### config.mk
export PLATFORM = sky130hd
export DESIGN_NAME = uart_ram_cmd_ctrl
export DESIGN_NICKNAME = d
export VERILOG_FILES = /design/src/rtl/uart_cmd_pkg.sv /design/src/rtl/uart_tx_pacer.sv /design/src/rtl/uart_ram_cmd_ctrl.sv
export SDC_FILE = /design/constraint.sdc
export NUM_CORES = 1
export LEC_CHECK = 0
export CORE_UTILIZATION = 30
export CTS_BUF_LIST = sky130_fd_sc_hd__clkbuf_8
export CTS_CLUSTER_DIAMETER = 60
export DETAILED_ROUTE_END_ITERATION = 8
export PLACE_DENSITY = 0.62
export REMOVE_ABC_BUFFERS = 1
export SLEW_MARGIN = 20
export SYNTH_ARGS = -nofsm -noshare
export SYNTH_HDL_FRONTEND = slang
export SYNTH_SLANG_ARGS = --single-unit
### constraint.sdc
create_clock -name clk -period 1.8 [get_ports clk]
set_input_delay 0.36 -clock clk [delete_from_list [all_inputs] [get_ports clk]]
set_output_delay 0.36 -clock clk [all_outputs]
set_load 0.01 [all_outputs]
### src/rtl/uart_cmd_pkg.sv
// Opcodes, response bytes and FSM state encoding shared by the UART
// command controller and its transmit pacer.
package uart_cmd_pkg;

  localparam logic [7:0] OPC_WRITE = 8'h57;
  localparam logic [7:0] OPC_READ  = 8'h52;
  localparam logic [7:0] OPC_DUMP  = 8'h44;
  localparam logic [7:0] OPC_PING  = 8'h50;
  localparam logic [7:0] RSP_ACK   = 8'h4B;
  localparam logic [7:0] RSP_ERR   = 8'h3F;

  typedef enum logic [3:0] {
    IDLE,
    OPC,
    ADDR_H,
    ADDR_L,
    ARG,
    EXEC,
    RD_WAIT,
    TX_REQ,
    TX_HOLD,
    TX_WAIT
  } state_e;

  // Opcodes that carry an address and therefore enter argument collection.
  function automatic logic has_addr(input logic [7:0] op);
    return (op == OPC_WRITE) || (op == OPC_READ) || (op == OPC_DUMP);
  endfunction

endpackage

### src/rtl/uart_tx_pacer.sv
// Hands one byte to the UART transmitter: waits for it to be free, pulses
// tx_start, then reports done once the frame has gone out.
module uart_tx_pacer
  import uart_cmd_pkg::*;
(
  input  logic       clk,
  input  logic       rst,
  input  logic       send,
  input  logic [7:0] byte_in,
  input  logic       tx_busy,
  output logic       tx_start,
  output logic [7:0] tx_data,
  output logic       done
);

  state_e     state_q, state_d;
  logic [7:0] data_q;
  logic [1:0] guard_q;
  logic       launch_ok;

  // guard_q keeps the transmitter quiet for the first two cycles after reset.
  assign launch_ok = !tx_busy && (guard_q == 2'd2);

  always_comb begin
    state_d  = state_q;
    tx_start = 1'b0;
    done     = 1'b0;
    case (state_q)
      IDLE: begin
        if (send) begin
          if (launch_ok) begin
            tx_start = 1'b1;
            state_d  = TX_HOLD;
          end else begin
            state_d = TX_REQ;
          end
        end
      end
      TX_REQ: begin
        if (launch_ok) begin
          tx_start = 1'b1;
          state_d  = TX_HOLD;
        end
      end
      TX_HOLD: state_d = TX_WAIT;
      TX_WAIT: begin
        if (!tx_busy) begin
          done    = 1'b1;
          state_d = IDLE;
        end
      end
      default: state_d = IDLE;
    endcase
  end

  always_ff @(posedge clk) begin
    if (rst) begin
      state_q <= IDLE;
      data_q  <= '0;
      guard_q <= '0;
    end else begin
      state_q <= state_d;
      if (state_q == IDLE && send) data_q <= byte_in;
      if (guard_q != 2'd2) guard_q <= guard_q + 2'd1;
    end
  end

  // A launch straight from IDLE must show the byte in the same cycle.
  assign tx_data = (state_q == IDLE) ? byte_in : data_q;

endmodule

### src/rtl/uart_ram_cmd_ctrl.sv
// Byte-protocol command sequencer: parses W/R/D/P commands from the UART
// receiver, drives the RAM and returns responses through the tx pacer.
module uart_ram_cmd_ctrl
  import uart_cmd_pkg::*;
#(
  parameter int unsigned ADDR_W  = 12,
  parameter int unsigned TIMEOUT = 1_000_000
) (
  input  logic              clk,
  input  logic              rst,
  input  logic [7:0]        rx_data,
  input  logic              rx_valid,
  input  logic              tx_busy,
  output logic [7:0]        tx_data,
  output logic              tx_start,
  output logic [ADDR_W-1:0] ram_addr,
  output logic              ram_we,
  output logic [7:0]        ram_wdata,
  input  logic [7:0]        ram_rdata,
  output logic              busy,
  output logic              cmd_err
);

  localparam int unsigned     TMO_W    = $clog2(TIMEOUT + 1);
  localparam logic [TMO_W-1:0] TMO_LAST = TMO_W'(TIMEOUT - 1);

  state_e            state_q, state_d;
  logic [7:0]        op_q, op_d, ah_q, ah_d, cnt_q, cnt_d;
  logic [7:0]        wdata_q, wdata_d, resp_q, resp_d;
  logic [ADDR_W-1:0] addr_q, addr_d;
  logic [TMO_W-1:0]  tmo_q, tmo_d;
  logic              err_q, err_d;
  logic              send, done, arg_state;

  always_comb begin
    state_d   = state_q;
    op_d      = op_q;
    ah_d      = ah_q;
    cnt_d     = cnt_q;
    wdata_d   = wdata_q;
    resp_d    = resp_q;
    addr_d    = addr_q;
    err_d     = err_q;
    send      = 1'b0;
    arg_state = state_q inside {ADDR_H, ADDR_L, ARG};
    tmo_d     = (arg_state && !rx_valid) ? tmo_q + 1'b1 : '0;

    case (state_q)
      IDLE: begin
        if (rx_valid) begin
          op_d    = rx_data;
          resp_d  = (rx_data == OPC_PING) ? OPC_PING : RSP_ERR;
          state_d = OPC;
        end
      end
      OPC: begin
        if (has_addr(op_q)) begin
          state_d = ADDR_H;
        end else begin
          // Ping and unknown opcodes answer immediately with the byte staged in IDLE.
          send    = 1'b1;
          err_d   = err_q | (op_q != OPC_PING);
          state_d = TX_WAIT;
        end
      end
      ADDR_H: begin
        if (rx_valid) begin
          ah_d    = rx_data;
          state_d = ADDR_L;
        end
      end
      ADDR_L: begin
        if (rx_valid) begin
          addr_d  = ADDR_W'({ah_q, rx_data});
          state_d = (op_q == OPC_READ) ? EXEC : ARG;
        end
      end
      ARG: begin
        if (rx_valid) begin
          wdata_d = rx_data;
          cnt_d   = rx_data;
          state_d = EXEC;
        end
      end
      EXEC: begin
        if (op_q == OPC_WRITE) begin
          resp_d  = RSP_ACK;
          state_d = TX_REQ;
        end else begin
          state_d = RD_WAIT;
        end
      end
      RD_WAIT: begin
        resp_d  = ram_rdata;
        state_d = TX_REQ;
      end
      TX_REQ: begin
        send    = 1'b1;
        state_d = TX_WAIT;
      end
      TX_WAIT: begin
        if (done) begin
          if (op_q == OPC_DUMP && cnt_q != '0) begin
            addr_d  = addr_q + 1'b1;
            cnt_d   = cnt_q - 1'b1;
            state_d = EXEC;
          end else begin
            state_d = IDLE;
          end
        end
      end
      default: state_d = IDLE;
    endcase

    if (arg_state && !rx_valid && tmo_q == TMO_LAST) begin
      state_d = IDLE;
      err_d   = 1'b1;
    end
  end

  always_ff @(posedge clk) begin
    if (rst) begin
      state_q <= IDLE;
      op_q    <= '0;
      ah_q    <= '0;
      cnt_q   <= '0;
      wdata_q <= '0;
      resp_q  <= '0;
      addr_q  <= '0;
      tmo_q   <= '0;
      err_q   <= 1'b0;
    end else begin
      state_q <= state_d;
      op_q    <= op_d;
      ah_q    <= ah_d;
      cnt_q   <= cnt_d;
      wdata_q <= wdata_d;
      resp_q  <= resp_d;
      addr_q  <= addr_d;
      tmo_q   <= tmo_d;
      err_q   <= err_d;
    end
  end

  uart_tx_pacer u_pacer (
    .clk     (clk),
    .rst     (rst),
    .send    (send),
    .byte_in (resp_q),
    .tx_busy (tx_busy),
    .tx_start(tx_start),
    .tx_data (tx_data),
    .done    (done)
  );

  assign ram_addr  = addr_q;
  assign ram_wdata = wdata_q;
  assign ram_we    = (state_q == EXEC) && (op_q == OPC_WRITE);
  assign busy      = (state_q != IDLE);
  assign cmd_err   = err_q;

endmodule

=== Yosys cells after proc, flatten, opt, wreduce, memory -nomap -nowiden ===
Index checks and enable logic that the tools add are counted.

* Shift-type cells: 0
* Bitwise operators: 2
* Multiply operators: 0
* Divide/modulo/power cells: 0
* $add $sub $neg: 4
* Reduce and logical (&&, ||, !) cells: 30
* Magnitude comparators: 0
* Multiplexer cells: 38
* Equal/unequal tests: 30

{| class="wikitable"
|+ Operator list
! kind !! count
|-
| $mux 8 || 6
|-
| $mux 4 || 10
|-
| $mux 12 || 3
|-
| $pmux 4 s9 || 1
|-
| $eq 8x7->1 const B || 4
|-
| $pmux 12 s2 || 1
|-
| $pmux 8 s3 || 1
|-
| $add 20x1->20 const B || 1
|-
| $eq 20x20->1 const B || 1
|-
| $eq 4x3->1 const B || 5
|-
| $ne 2x2->1 const B || 9
|-
| $pmux 4 s4 || 1
|-
| $pmux 8 s2 || 1
|-
| $add 12x1->12 const B || 1
|-
| $eq 4x4->1 const B || 3
|-
| $mux 1 || 10
|-
| $eq 4x2->1 const B || 2
|-
| $logic_not 4->1 || 2
|-
| $ne 8x7->1 const B || 1
|-
| $reduce_and 2->1 || 4
|-
| $reduce_and 4->1 || 2
|-
| $reduce_bool 8->1 || 1
|-
| $sub 8x1->8 const B || 1
|-
| $mux 7 || 1
|-
| 17 further kinds || 32
|}

* Logic and storage cells: 116
* Input bits: 20
* Bits in latches: 0
* Memories kept: 0
* Memory bits (read-only): 0
* Register bits: 87
* Output and inout port bits: 32
* Bits in writable memories: 0

=== Logic depth before layout (Yosys ltp) ===
* Depth after elaboration: 7
* Mapped depth: 8

=== Cells and area by module ===
Synthesis repeated with hierarchy kept, for this count alone.

* Cells, all modules: 551
* Area total of the unflattened synthesis: 4,526.8 µm²

{| class="wikitable"
|+ By module, submodules not included
! module !! cells each !! area each (µm²) !! times used !! sequential area each (µm²)
|-
| uart_ram_cmd_ctrl || 471 || 3,809.9 || 1 || 1,461.4
|-
| uart_tx_pacer || 80 || 716.9 || 1 || 260.2
|}

=== Worst setup path after synthesis ===
Ideal clock, no wire load.

* Path type: register to register
* From: register cnt_q[3]
* To: register addr_q[5] (netlist: ram_addr[5])
* Path slack: -0.155 ns
* Cell stages (with the launch flop): 6
* Clock period less this slack: 1.955 ns
* Arrival: 1.851 ns
* Cell sequence: dfxtp_1 > or4_4 > o311a_4 > a21boi_4 > nor2_2 > a2111oi_2

* Word-level cells in the longest chain between the ends: 4

{| class="wikitable"
|+ RTL lines
! item !! line !! RTL
|-
| start, declared || uart_ram_cmd_ctrl.sv:28 || <nowiki>logic [7:0] op_q, op_d, ah_q, ah_d, cnt_q, cnt_d;</nowiki>
|-
| start signal, assigned || uart_ram_cmd_ctrl.sv:136 || <nowiki>cnt_q <= cnt_d;</nowiki>
|-
| $reduce_bool 8->1 || uart_ram_cmd_ctrl.sv:103 || <nowiki>if (op_q == OPC_DUMP && cnt_q != '0) begin</nowiki>
|-
| $logic_and 1x1->1 || uart_ram_cmd_ctrl.sv:103 ||
|-
| $ne 2x2->1 (no source line) || n/a ||
|-
| $reduce_and 4->1 (no source line) || n/a ||
|-
| end signal, assigned || uart_ram_cmd_ctrl.sv:139 || <nowiki>addr_q <= addr_d;</nowiki>
|-
| end, declared || uart_ram_cmd_ctrl.sv:30 || <nowiki>logic [ADDR_W-1:0] addr_q, addr_d;</nowiki>
|}

No other way between the ends.
A chain may end at the register's enable or synchronous reset.

=== Worst setup path after layout ===
* From: register op_q[4]
* To: output port tx_start

* Word-level cells in the longest chain between the ends: 7
* Elaborated cells on any way between the ends: 9
* Classes of those cells: eq/ne (3); mux (4); reduce/logical (2)

{| class="wikitable"
|+ RTL lines
! item !! line !! RTL
|-
| start, declared || uart_ram_cmd_ctrl.sv:28 ||
|-
| start signal, assigned || uart_ram_cmd_ctrl.sv:134 || <nowiki>op_q <= op_d;</nowiki>
|-
| $eq 8x7->1 || uart_cmd_pkg.sv:27 || <nowiki>return (op == OPC_WRITE) || (op == OPC_READ) || (op == OPC_DUMP);</nowiki>
|-
| $logic_or 1x1->1 || uart_cmd_pkg.sv:27 ||
|-
| $logic_or 1x1->1 (*) || uart_cmd_pkg.sv:27 ||
|-
| $mux 1 (*) || uart_ram_cmd_ctrl.sv:57 || <nowiki>if (has_addr(op_q)) begin</nowiki>
|-
| $pmux 1 s2 (*) || uart_ram_cmd_ctrl.sv:48 || <nowiki>case (state_q)</nowiki>
|-
| $mux 1 (*) || uart_tx_pacer.sv:30 || <nowiki>if (send) begin</nowiki>
|-
| $pmux 1 s2 (*) || uart_tx_pacer.sv:28 || <nowiki>case (state_q)</nowiki>
|-
| end, declared || uart_ram_cmd_ctrl.sv:15 || <nowiki>output logic tx_start,</nowiki>
|}

Every way passes the cells marked *; elsewhere a longest branch is shown, timed or not.

==> impl_metrics.py <==
metrics = {
    "outcome": {
        "status": "finished with violations",
        "violations": "negative setup slack",
    },
    "global_route": {
        "grt-ovfl-total": 0,
        "grt_usage": 0.184,
        "grt_pass1_wl_um": 21600,
        "grt_max_degree": 71,
        "antenna_found_initial": 0,
        "grt_pass1_vias": 4390,
    },
    "die": {
        "die_area_um2": 15200,
        "start_util": 0.306,
        "chipHeight_um": 123,
        "die_w_um": 123,
        "pin_count": 52,
        "rows": 44,
        "core_um2": 14500,
    },
    "drt": {
        "drtPass1Iterations": 4,
        "avgViaCountPerCell": 5.12,
        "drc_errors": 0,
        "drt-total-wl_um": 13500,
        "routedWlPerCell_um": 15.6,
        "vias": 4443,
        "ant_nets": 0,
        "drt_iter0_drc": 191,
    },
    "synth": {
        "ys_seq_area_frac": 0.389,
        "synth_edf_count": 0,
        "syn_area_um2": 4430,
        "synthDominantCellAreaShare": 0.389,
        "synth-seq-cells": 86,
        "ys_warn_count": 0,
        "synth_top_area_cell": "dfxtp_1",
        "async_reset_ff_frac": 0,
        "synth_cell_types": 62,
        "synthFlopType": "dfxtp_1",
        "syn_avg_cell_area_um2": 8.38,
        "syn_inst": 528,
        "synth_area_leaders": "dfxtp_1 (39%), mux2i_1 (6.8%), nor2_1 (6.4%)",
    },
    "clocking": {
        "cts-buffers-inserted": 9,
        "clockBufferDepth": 2,
        "cts_hold_buf": 0,
        "clock_latency_ns": 0.37,
        "cts_root_buffer": "clkbuf_8",
        "cts_sinks": 86,
        "htree_levels": 3,
        "cts_tree": "yes",
        "clk_pin_slew_ns": 0.09,
    },
    "worst_setup_path": {
        "startpoint_type": "flop",
        "max_stage_delay_ns": 0.42,
        "path_buf_inv": 1,
        "worstPathArrival_ns": 1.79,
        "crit_path_end_kind": "output pin",
        "slowest_stage": "or3b_4",
        "r2r_slack_ns": -0.30,
        "critPathMaxFanout": 3,
        "path_cells": "or3b_4 > a21oi_4 > o211a_1 > o21a_1 > nor2_1 > buf_2",
        "worstSetupPathType": "reg2out",
        "critPathTopFamily": "compound AO/OA/AOI/OAI gates",
        "cp_data_required_time_ns": 1.44,
    },
    "sta": {
        "setup_ws_ns": -0.349,
        "finalSetupTns_ns": -6.97,
        "min_period_ns": 2.15,
        "finalClockSkew_ns": 0.0171,
        "hold_viol": 0,
        "fin_crit_sh": 1.19,
        "relSlewSlack": 0.698,
        "timing.hold.ws_ns": 0.383,
        "setup_viol": 32,
        "worstMarginPinSlew_ns": 0.449,
        "timing.fmax_mhz": 465,
        "rsz0062_at_grt": "true",
        "drv_slew": 0,
    },
    "placement": {
        "placed_cells": 827,
        "place_ws_ns": -0.642,
        "place_congestion": 0.832,
        "hpwl_um": 9400,
        "port_buffers": 51,
    },
    "finish": {
        "finish.net_count": 702,
        "nFillCells": 1369,
        "diodes": 0,
        "areaGrowthSynthToFinish_pct": 52.0,
        "layout-drive-gt1-share": 0.359,
        "layout_common_cells": "buf_4 (83), nor2_1 (70), dfxtp_1 (69), nand2_1 (36), clkdlybuf4s50_1 (36)",
        "mostFrequentLayoutCell": "buf_4",
        "fin_cells": 867,
    },
    "pwr": {
        "leakage_nw": 2.69,
        "ir_worst_vdd_v": 0.000423,
        "p_per_area_nw_per_um2": 741,
    },
    "flow_run": {
        "maxCapViolCount": 0,
    },
    "hold_path": {
        "hold_path.class": "in2reg",
    },
}
==> path summary, 6_finish.rpt <==
kind	start	end	cells past startpoint
setup / recovery	op_q[4]	tx_start	6
hold / removal	rst	state_q[2]	3
setup reg to reg	cnt_q[3]	ram_addr[5]	7
hold reg to reg	u_pacer.data_q[7]	u_pacer.data_q[7]	2
==> repair_timing <==
| action | CTS | global route |
|---|---|---|
| pin swaps | 28 | 37 |
| setup endpoints to repair | 57 | 62 |
| cloned | 3 | 0 |
| endpoints found under the hold margin | 0 | 0 |
| gates resized for setup | 144 | 65 |
| buffers inserted | 14 | 7 |
==> synthesized netlist by cell type (3+ instances only) <==
cell	number
o21ai_0	28
nand2_1	41
a31oi_1	5
xnor2_1	11
and3_1	4
xor2_1	7
nand2b_1	24
a311oi_1	3
or3_1	4
clkbuf_1	18
nor3_1	9
buf_2	4
a211oi_1	8
ha_1	4
nor3b_1	3
nand3_1	15
nor4bb_1	3
o21a_1	4
inv_1	15
mux2i_1	30
dfxtp_1	86
and4_1	4
nor4_1	9
or2_2	3
o21bai_1	3
nand4_1	6
a21o_1	3
nor2_1	76
nand3b_1	6
mux2_2	8
nor2b_1	4
and2_1	6
a21oi_1	37
==> where the power goes <==
group	internal [mW]	switching (mW)	total [mW]	leakage, nW
sequential	2.01	0.0743	2.09	0.705
clock	0.666	0.704	1.37	0.110
combinational	0.859	0.673	1.53	1.87
total	3.54	1.45	4.99	2.69
==> through the flow <==
stage,cell area [um^2],total power [mW],utilization
2_1_floorplan,4310,2.69,-
3_3_place_gp,5770,3.26,0.398
3_5_place_dp,5770,3.29,0.398
4_1_cts,6420,4.97,0.443
5_1_grt,6730,5.27,0.465
6_report,6730,4.99,0.465
==> cell families (layout without fill, tap and decap cells) <==
| kind of cell | count (synthesis) | in the layout | share of synthesized area |
|---|---|---|---|
| adders and majority gates | 4 | 4 | 0.0113 |
| xor gates and xnor gates | 18 | 18 | 0.0356 |
| DFF | 86 | 86 | 0.389 |
| buffers and inverters | 42 | 196 | 0.0401 |
| AOI/OAI and AO/OA | 111 | 112 | 0.167 |
| muxes | 38 | 38 | 0.0882 |
| and+or+nand+nor | 229 | 229 | 0.269 |
==> registers in the layout, indices dropped and copies added, names as in the netlist <==
| name | count |
|---|---|
| resp_q | 8 |
| ram_wdata | 8 |
| ah_q | 4 |
| cmd_err | 1 |
| u_pacer.data_q | 8 |
| u_pacer.guard_q | 2 |
| ram_addr | 12 |
| op_q | 8 |
| cnt_q | 8 |
| tmo_q | 20 |
| u_pacer.state_q | 3 |
| state_q | 4 |
==> layout make-up <==
cell class	instances	area (um^2)	area share
inverter	15	56.3	0.00837
multi-input combinational	401	2960	0.440
sequential	86	1750	0.259
tap	184	230	0.0342
clock inverter	6	55.1	0.00818
timing repair buffer	165	1540	0.229
clock buffer	10	138	0.0205
==> routing by layer <==
layer  share of wire  global-route usage  vias to the layer above
met3           0.047              0.0415                       22
met2            0.50               0.318                      100
met1            0.43               0.216                     2140
li1                -                   -                     2181
met5               0                   0                        -
met4           0.024              0.0791                        0
==> worst min-delay path: stages <==
cell	delay, ns
buf_2	0.15
or2_4	0.17
a21oi_1	0.04
Note: power is estimated with default switching activity, not from simulation.
